`src/rtl/axis_rotate_hdr_parser.sv`:
```
// rtl/axis_rotate_hdr_parser.sv - strips the per-packet rotate header beat and tags payload beats with the command
//
// Ports:
//   aclk, aresetn                  clock, synchronous active-low reset
//   s_axis_tdata/tvalid/tready/tlast  input stream; first beat of each packet is the header
//   m_axis_tdata/tuser/tvalid/tready/tlast  payload stream; tuser = {dir, 0.., amount[3:0]}
//   pkt_count                      completed payload packets, wrapping
//   hdr_err                        one-cycle pulse after a header-only packet

module axis_rotate_hdr_parser #(
    parameter int DATA_WIDTH  = 32,
    parameter int TUSER_WIDTH = 8,
    parameter int CNT_WIDTH   = 16
) (
    input  logic                   aclk,
    input  logic                   aresetn,
    input  logic [DATA_WIDTH-1:0]  s_axis_tdata,
    input  logic                   s_axis_tvalid,
    output logic                   s_axis_tready,
    input  logic                   s_axis_tlast,
    output logic [DATA_WIDTH-1:0]  m_axis_tdata,
    output logic [TUSER_WIDTH-1:0] m_axis_tuser,
    output logic                   m_axis_tvalid,
    input  logic                   m_axis_tready,
    output logic                   m_axis_tlast,
    output logic [CNT_WIDTH-1:0]   pkt_count,
    output logic                   hdr_err
);

    localparam int BYTES = DATA_WIDTH / 8;

    // Rotate amount is the header's low log2(BYTES) bits; kept 4 bits wide
    // because that is its field width in tuser.
    localparam logic [3:0] AMT_MASK = (BYTES >= 16) ? 4'hF : 4'(BYTES - 1);

    typedef enum logic [0:0] {
        HDR = 1'b0,
        PAY = 1'b1
    } state_t;

    state_t state_q, state_d;

    logic [3:0]             rot_amt;
    logic                   rot_dir;

    logic                   skid_valid;
    logic [DATA_WIDTH-1:0]  skid_tdata;
    logic [TUSER_WIDTH-1:0] skid_tuser;
    logic                   skid_tlast;

    logic                   s_accept;
    logic                   hdr_accept;
    logic                   pay_accept;
    logic                   out_free;
    logic [TUSER_WIDTH-1:0] beat_tuser;

    // Ready depends only on the registered skid flag, so there is no
    // combinational path from m_axis_tready back to the source.
    assign s_axis_tready = aresetn && !skid_valid;

    assign s_accept   = s_axis_tvalid && s_axis_tready;
    assign hdr_accept = s_accept && (state_q == HDR);
    assign pay_accept = s_accept && (state_q == PAY);

    // Output register may take a new beat when empty or draining this cycle.
    assign out_free = !m_axis_tvalid || m_axis_tready;

    // Command sampled into each payload beat as it is accepted.
    always_comb begin
        beat_tuser                  = '0;
        beat_tuser[3:0]             = rot_amt;
        beat_tuser[TUSER_WIDTH-1]   = rot_dir;
    end

    always_comb begin
        state_d = state_q;
        case (state_q)
            HDR: begin
                if (hdr_accept && !s_axis_tlast) begin
                    state_d = PAY;
                end
            end
            PAY: begin
                if (pay_accept && s_axis_tlast) begin
                    state_d = HDR;
                end
            end
            default: state_d = HDR;
        endcase
    end

    always_ff @(posedge aclk) begin
        if (!aresetn) begin
            state_q <= HDR;
        end else begin
            state_q <= state_d;
        end
    end

    // Command latch, packet counter and header-only error pulse.
    always_ff @(posedge aclk) begin
        if (!aresetn) begin
            rot_amt   <= '0;
            rot_dir   <= 1'b0;
            pkt_count <= '0;
            hdr_err   <= 1'b0;
        end else begin
            hdr_err <= hdr_accept && s_axis_tlast;
            if (hdr_accept) begin
                rot_amt <= s_axis_tdata[3:0] & AMT_MASK;
                rot_dir <= s_axis_tdata[DATA_WIDTH-1];
            end
            if (pay_accept && s_axis_tlast) begin
                pkt_count <= pkt_count + 1'b1;
            end
        end
    end

    // Output register plus one-entry skid buffer. The skid buffer only fills
    // while the output register is stalled, and it always empties into the
    // output register before any new input can be accepted.
    always_ff @(posedge aclk) begin
        if (!aresetn) begin
            m_axis_tvalid <= 1'b0;
            m_axis_tdata  <= '0;
            m_axis_tuser  <= '0;
            m_axis_tlast  <= 1'b0;
            skid_valid    <= 1'b0;
            skid_tdata    <= '0;
            skid_tuser    <= '0;
            skid_tlast    <= 1'b0;
        end else if (out_free) begin
            if (skid_valid) begin
                m_axis_tvalid <= 1'b1;
                m_axis_tdata  <= skid_tdata;
                m_axis_tuser  <= skid_tuser;
                m_axis_tlast  <= skid_tlast;
                skid_valid    <= 1'b0;
            end else if (pay_accept) begin
                m_axis_tvalid <= 1'b1;
                m_axis_tdata  <= s_axis_tdata;
                m_axis_tuser  <= beat_tuser;
                m_axis_tlast  <= s_axis_tlast;
            end else begin
                m_axis_tvalid <= 1'b0;
            end
        end else if (pay_accept) begin
            skid_valid <= 1'b1;
            skid_tdata <= s_axis_tdata;
            skid_tuser <= beat_tuser;
            skid_tlast <= s_axis_tlast;
        end
    end

endmodule
```
`config.mk`:
```
export PLATFORM = sky130hd
export DESIGN_NAME = axis_rotate_hdr_parser
export DESIGN_NICKNAME = d
export VERILOG_FILES = /design/src/rtl/axis_rotate_hdr_parser.sv
export SDC_FILE = /design/constraint.sdc
export NUM_CORES = 1
export LEC_CHECK = 0
export CORE_MARGIN = 5
export CORE_UTILIZATION = 49
export CTS_CLUSTER_SIZE = 40
export DETAILED_ROUTE_END_ITERATION = 10
export PLACE_DENSITY = 0.8
export SLEW_MARGIN = 20
export SYNTH_ARGS = -nofsm -noshare
export SYNTH_HDL_FRONTEND = slang
export SYNTH_SLANG_ARGS = --single-unit
```
`constraint.sdc`:
```
create_clock -name aclk -period 2.15 [get_ports aclk]
set_input_delay 0.3225 -clock aclk [delete_from_list [all_inputs] [get_ports aclk]]
set_output_delay 0.3225 -clock aclk [all_outputs]
set_load 0.005 [all_outputs]
```
# Word level (Yosys, flattened, before mapping)

Index checks and enable logic that the tools add are counted.

Input port bits: 37
Register bits: 100
Logic and storage cells: 43
Output and inout bits: 60

Bitwise gates (word level): 3
Add/subtract/negate cells: 1
Muxes and demuxes: 11
Reduce and logical (&&, ||, !) cells: 15

Operators with widths:

| cell                                           | number |
|---|---|
| 2-to-1 mux 32 bit                              | 2 |
| adder 16 x 1 -> 16 bit (second input constant) | 1 |
| 2-to-1 mux 8 bit                               | 2 |
| logical AND 1 bit                              | 7 |
| 2-to-1 mux 1 bit                               | 6 |
| AND reduction 2 bit                            | 2 |
| zero test 1 bit                                | 3 |
| inverter 1 bit                                 | 3 |
| one-hot mux 1 bit (2 select lines)             | 1 |
| nonzero test 2 bit                             | 1 |
| OR reduction 2 bit                             | 1 |
| logical OR 1 bit                               | 1 |

# Depth between registers and ports, before layout

Depth after elaboration: 7
Mapped depth: 6
Gate-level depth less buffers: 5

# Worst setup path after synthesis

OpenSTA, ideal clock, no wires.

Kind: flip-flop to flip-flop
From: register with a tool-made name
To: register pkt_count[13]
Path buffers: 1
Stages on the path, launching flop included: 6
Period minus slack after synthesis: 1.625 ns
Path slack: 0.525 ns
Arrival time: 1.555 ns
Cells stage by stage: dfxtp_1 -> nand3_4 -> or3_1 -> buf_2 -> or4_1 -> a21oi_1

RTL lines:

| element              | line | RTL |
|---|---|---|
| end signal, assigned | 114  | `pkt_count <= pkt_count + 1'b1;` |
| end, declared        | 26   | `output logic [CNT_WIDTH-1:0] pkt_count,` |

# Worst setup path in the final report

From: input aresetn
To: output s_axis_tready

Word-level cells in the longest chain between the ends: 1

Ends and longest elaborated chain:

| element           | line | RTL |
|---|---|---|
| start, declared   | 16   | `input logic aresetn,` |
| logical AND 1 bit | 59   | `assign s_axis_tready = aresetn && !skid_valid;` |
| end, declared     | 19   | `output logic s_axis_tready,` |

Every way passes these cells.

==> impl_metrics.yaml <==
status:
  status: "complete, no violations"
placement:
  placedCellCount: 616
  gp_congestion: 0.8285
  port_buffers: 91
  dpl_cell_area_sq_mm: 0.004882
  hpwl_mm: 5.946
global_routing:
  grt_max_degree: 95
  grt_pass1_vias: 3055
  grt_first_pass_wirelength_mm: 14.37
  antenna_found_initial: 0
  grt_usage_pct: 17.63
  gr-total-overflow: 0
finish:
  layout_common_cells: "94 x dfxtp_1, 91 x clkdlybuf4s50_1, 78 x nand2_1"
  stdcell_count: 632
  fillerInstances: 652
  nets: 563
  layout_commonest_cell: "dfxtp_1"
  drive_above_1_share_pct: 7.170
  n_antenna_cell: 0
  final_cell_area_sq_mm: 0.005095
  synthToLayoutAreaGrowth_pct: 32.81
floorplanning:
  core_area_sq_mm: 0.007687
  fp.dieW_um: 98.48
  pin_count: 97
  start_util_pct: 49.90
  die_h_um: 98.48
  dieArea_sq_mm: 0.009698
  rows: 32
detailed_routing:
  vias: 3272
  drt_iter0_drc: 124
  firstDrtPassIters: 4
  wire_per_inst_um: 13.64
  wl_mm: 8.621
  via_per_inst: 5.177
  ant_nets: 0
  post-route-drc-count: 0
run:
  maxCapViolations: 0
power:
  cellPowerDensity_mw_per_mm2: 645.3
  power_mw: 3.288
  p_leak_nw: 1.616
  ir_worst_vdd_mv: 0.4333
sta:
  finalCritPeriodShare_pct: 92.97
  final-hold-violation-count: 0
  max_freq_mhz: 500.3
  post-route-min-period_ns: 1.999
  fin_skew_ns: 0.01211
  setup_viol: 0
  setup_tns_ns: 0
  hold_ws_ns: 0.4581
  slew_viol_final: 0
  rsz0062_at_grt: "no"
worst_setup_path:
  worstSetupPathType: "input port to output port"
  cp_data_required_time_ns: 1.83
  crit_arrival_ns: 1.68
  r2r_start: "pkt_count[3]"
  rrSetupSlack_ns: 0.40
  endpoint_kind: "output port"
  r2r_cells: 4
  cp_common_cell: "clkdlybuf4s50_1"
  crit_slowest_cell: "clkdlybuf4s50_1"
  start_kind: "input port"
  critPathMaxStageDelay_ns: 0.52
  crit_path_max_fanout: 4
  rr_endpoint: "pkt_count[13]"
  cp_cell_sequence: "clkdlybuf4s50_1 -> buf_4 -> inv_2 -> nor2_1 -> clkdlybuf4s50_1"
clocking:
  cts_sinks: 95
  clock-root-buffer: "clkbuf_8"
  cts_resized: 0
  cts_hold_buf: 0
  clock_latency_ns: 0.34
  h-tree-depth: 3
  post_cts_buffers: 0
  cts_max_path_buffers: 2
  cts_made_buffers: 9
  tritoncts: "done"
  clkTransAtPathRegs_ns: 0.08
hold_path:
  hp-start: "skid_tdata[18]"
  hold_depth: 2
  min_to: "skid_tdata[18]"
  hp-class: "register to register"
logic_synthesis:
  syn_avg_cell_area_sq_um: 8.738
  synthTopCellsByArea: "dfxtp_1 50%, mux2i_1 10%, nand2_1 7.6%"
  ys.warnings.count: 0
  ys_seq_area_share_pct: 49.58
  synth-seq-cells: 95
  synth_top_cell_by_area: "dfxtp_1"
  ys_types: 33
  syn_inst: 439
  syn-cell-area_sq_mm: 0.003836
  synth_top_area_share_pct: 49.58
==> critical path, delay by kind of cell <==
| kind | cells | cell delay (ns) |
|---|---|---|
| and+or+nand+nor | 1 | 0.11 |
| buffers and inverters | 4 | 1.23 |
==> cell usage after synthesis (all sizes together) <==
| library cell | number |
|---|---|
| dfxtp | 95 |
| nand2 | 78 |
| nor2 | 50 |
| a21oi | 46 |
| mux2i | 39 |
| a211oi | 36 |
| clkbuf | 19 |
| buf | 17 |
| nand3 | 8 |
| or3 | 6 |
| nor4 | 5 |
| o21ai | 5 |
| xnor2 | 5 |
| inv | 4 |
| nor3 | 4 |
| xor2 | 4 |
| nand2b | 3 |
| and4 | 2 |
| nand4 | 2 |
| o31ai | 2 |
| or4 | 2 |
| and3 | 1 |
| and4b | 1 |
| conb | 1 |
| ha | 1 |
| nand4b | 1 |
| nor2b | 1 |
| o21a | 1 |
==> sequential cells by signal, indices dropped and copies added, names as in the netlist, named ones only <==
register	cells
m_axis_tlast	1
m_axis_tdata	32
skid_tuser	3
skid_tdata	32
skid_valid	1
hdr_err	1
pkt_count	16
rot_dir	1
m_axis_tuser	3
skid_tlast	1
m_axis_tvalid	1
rot_amt	2
==> area by class of cell <==
type,count,area (sq um),share of cell area [%]
Clock buffer,10,127.6,2.505
Clock inverter,6,85.08,1.670
Inverter,4,15.01,0.2947
Multi-Input combinational cell,308,1780,34.95
Sequential cell,95,1903,37.35
Tap cell,102,127.6,2.505
Timing Repair Buffer,107,1056,20.73
==> metal layers <==
layer	share of wire (%)	global-route usage, %
met1	44	21.50
met2	52	30.84
met3	4.0	3.609
met4	0.73	6.197
met5	0	0
==> logic make-up after synthesis <==
group           count (synthesis)  share of synthesized area [%]
simple gates                  164                          18.88
xor+xnor                        9                          2.055
buf+inv                        40                          4.599
mux                            39                          10.18
other cells                     1                        0.09775
flops                          95                          49.58
compound gates                 90                          14.29
fa+ha+maj                       1                         0.3261
==> metrics by stage <==
stage / setup slack [ns] / utilization (%)
after global routing: 0.09369 / 66.28
after CTS: 0.1396 / 66.28
after global placement: 0.07255 / 63.51
final: 0.1511 / 66.28
after detailed placement: 0.04574 / 63.51
after floorplan: 0.5250 / -
==> power breakdown <==
group / leakage, nW / switching, mW / internal (mW)
registers: 0.768 / 0.0154 / 1.78
clock network: 0.102 / 0.590 / 0.652
logic: 0.746 / 0.106 / 0.140
total: 1.62 / 0.712 / 2.58
==> worst max path at each step <==
stage / cells after the start / slack [ns] / endpoint / start
floorplan: 5 / 0.53 / pkt_count[13] / register
global placement: 5 / 0.07 / pkt_count[13] / s_axis_tlast
detailed placement: 6 / 0.05 / pkt_count[14] / aresetn
CTS: 5 / 0.14 / s_axis_tready / aresetn
global route: 5 / 0.09 / s_axis_tready / aresetn
finish: 5 / 0.15 / s_axis_tready / aresetn
(Power assumes the default switching activity.)
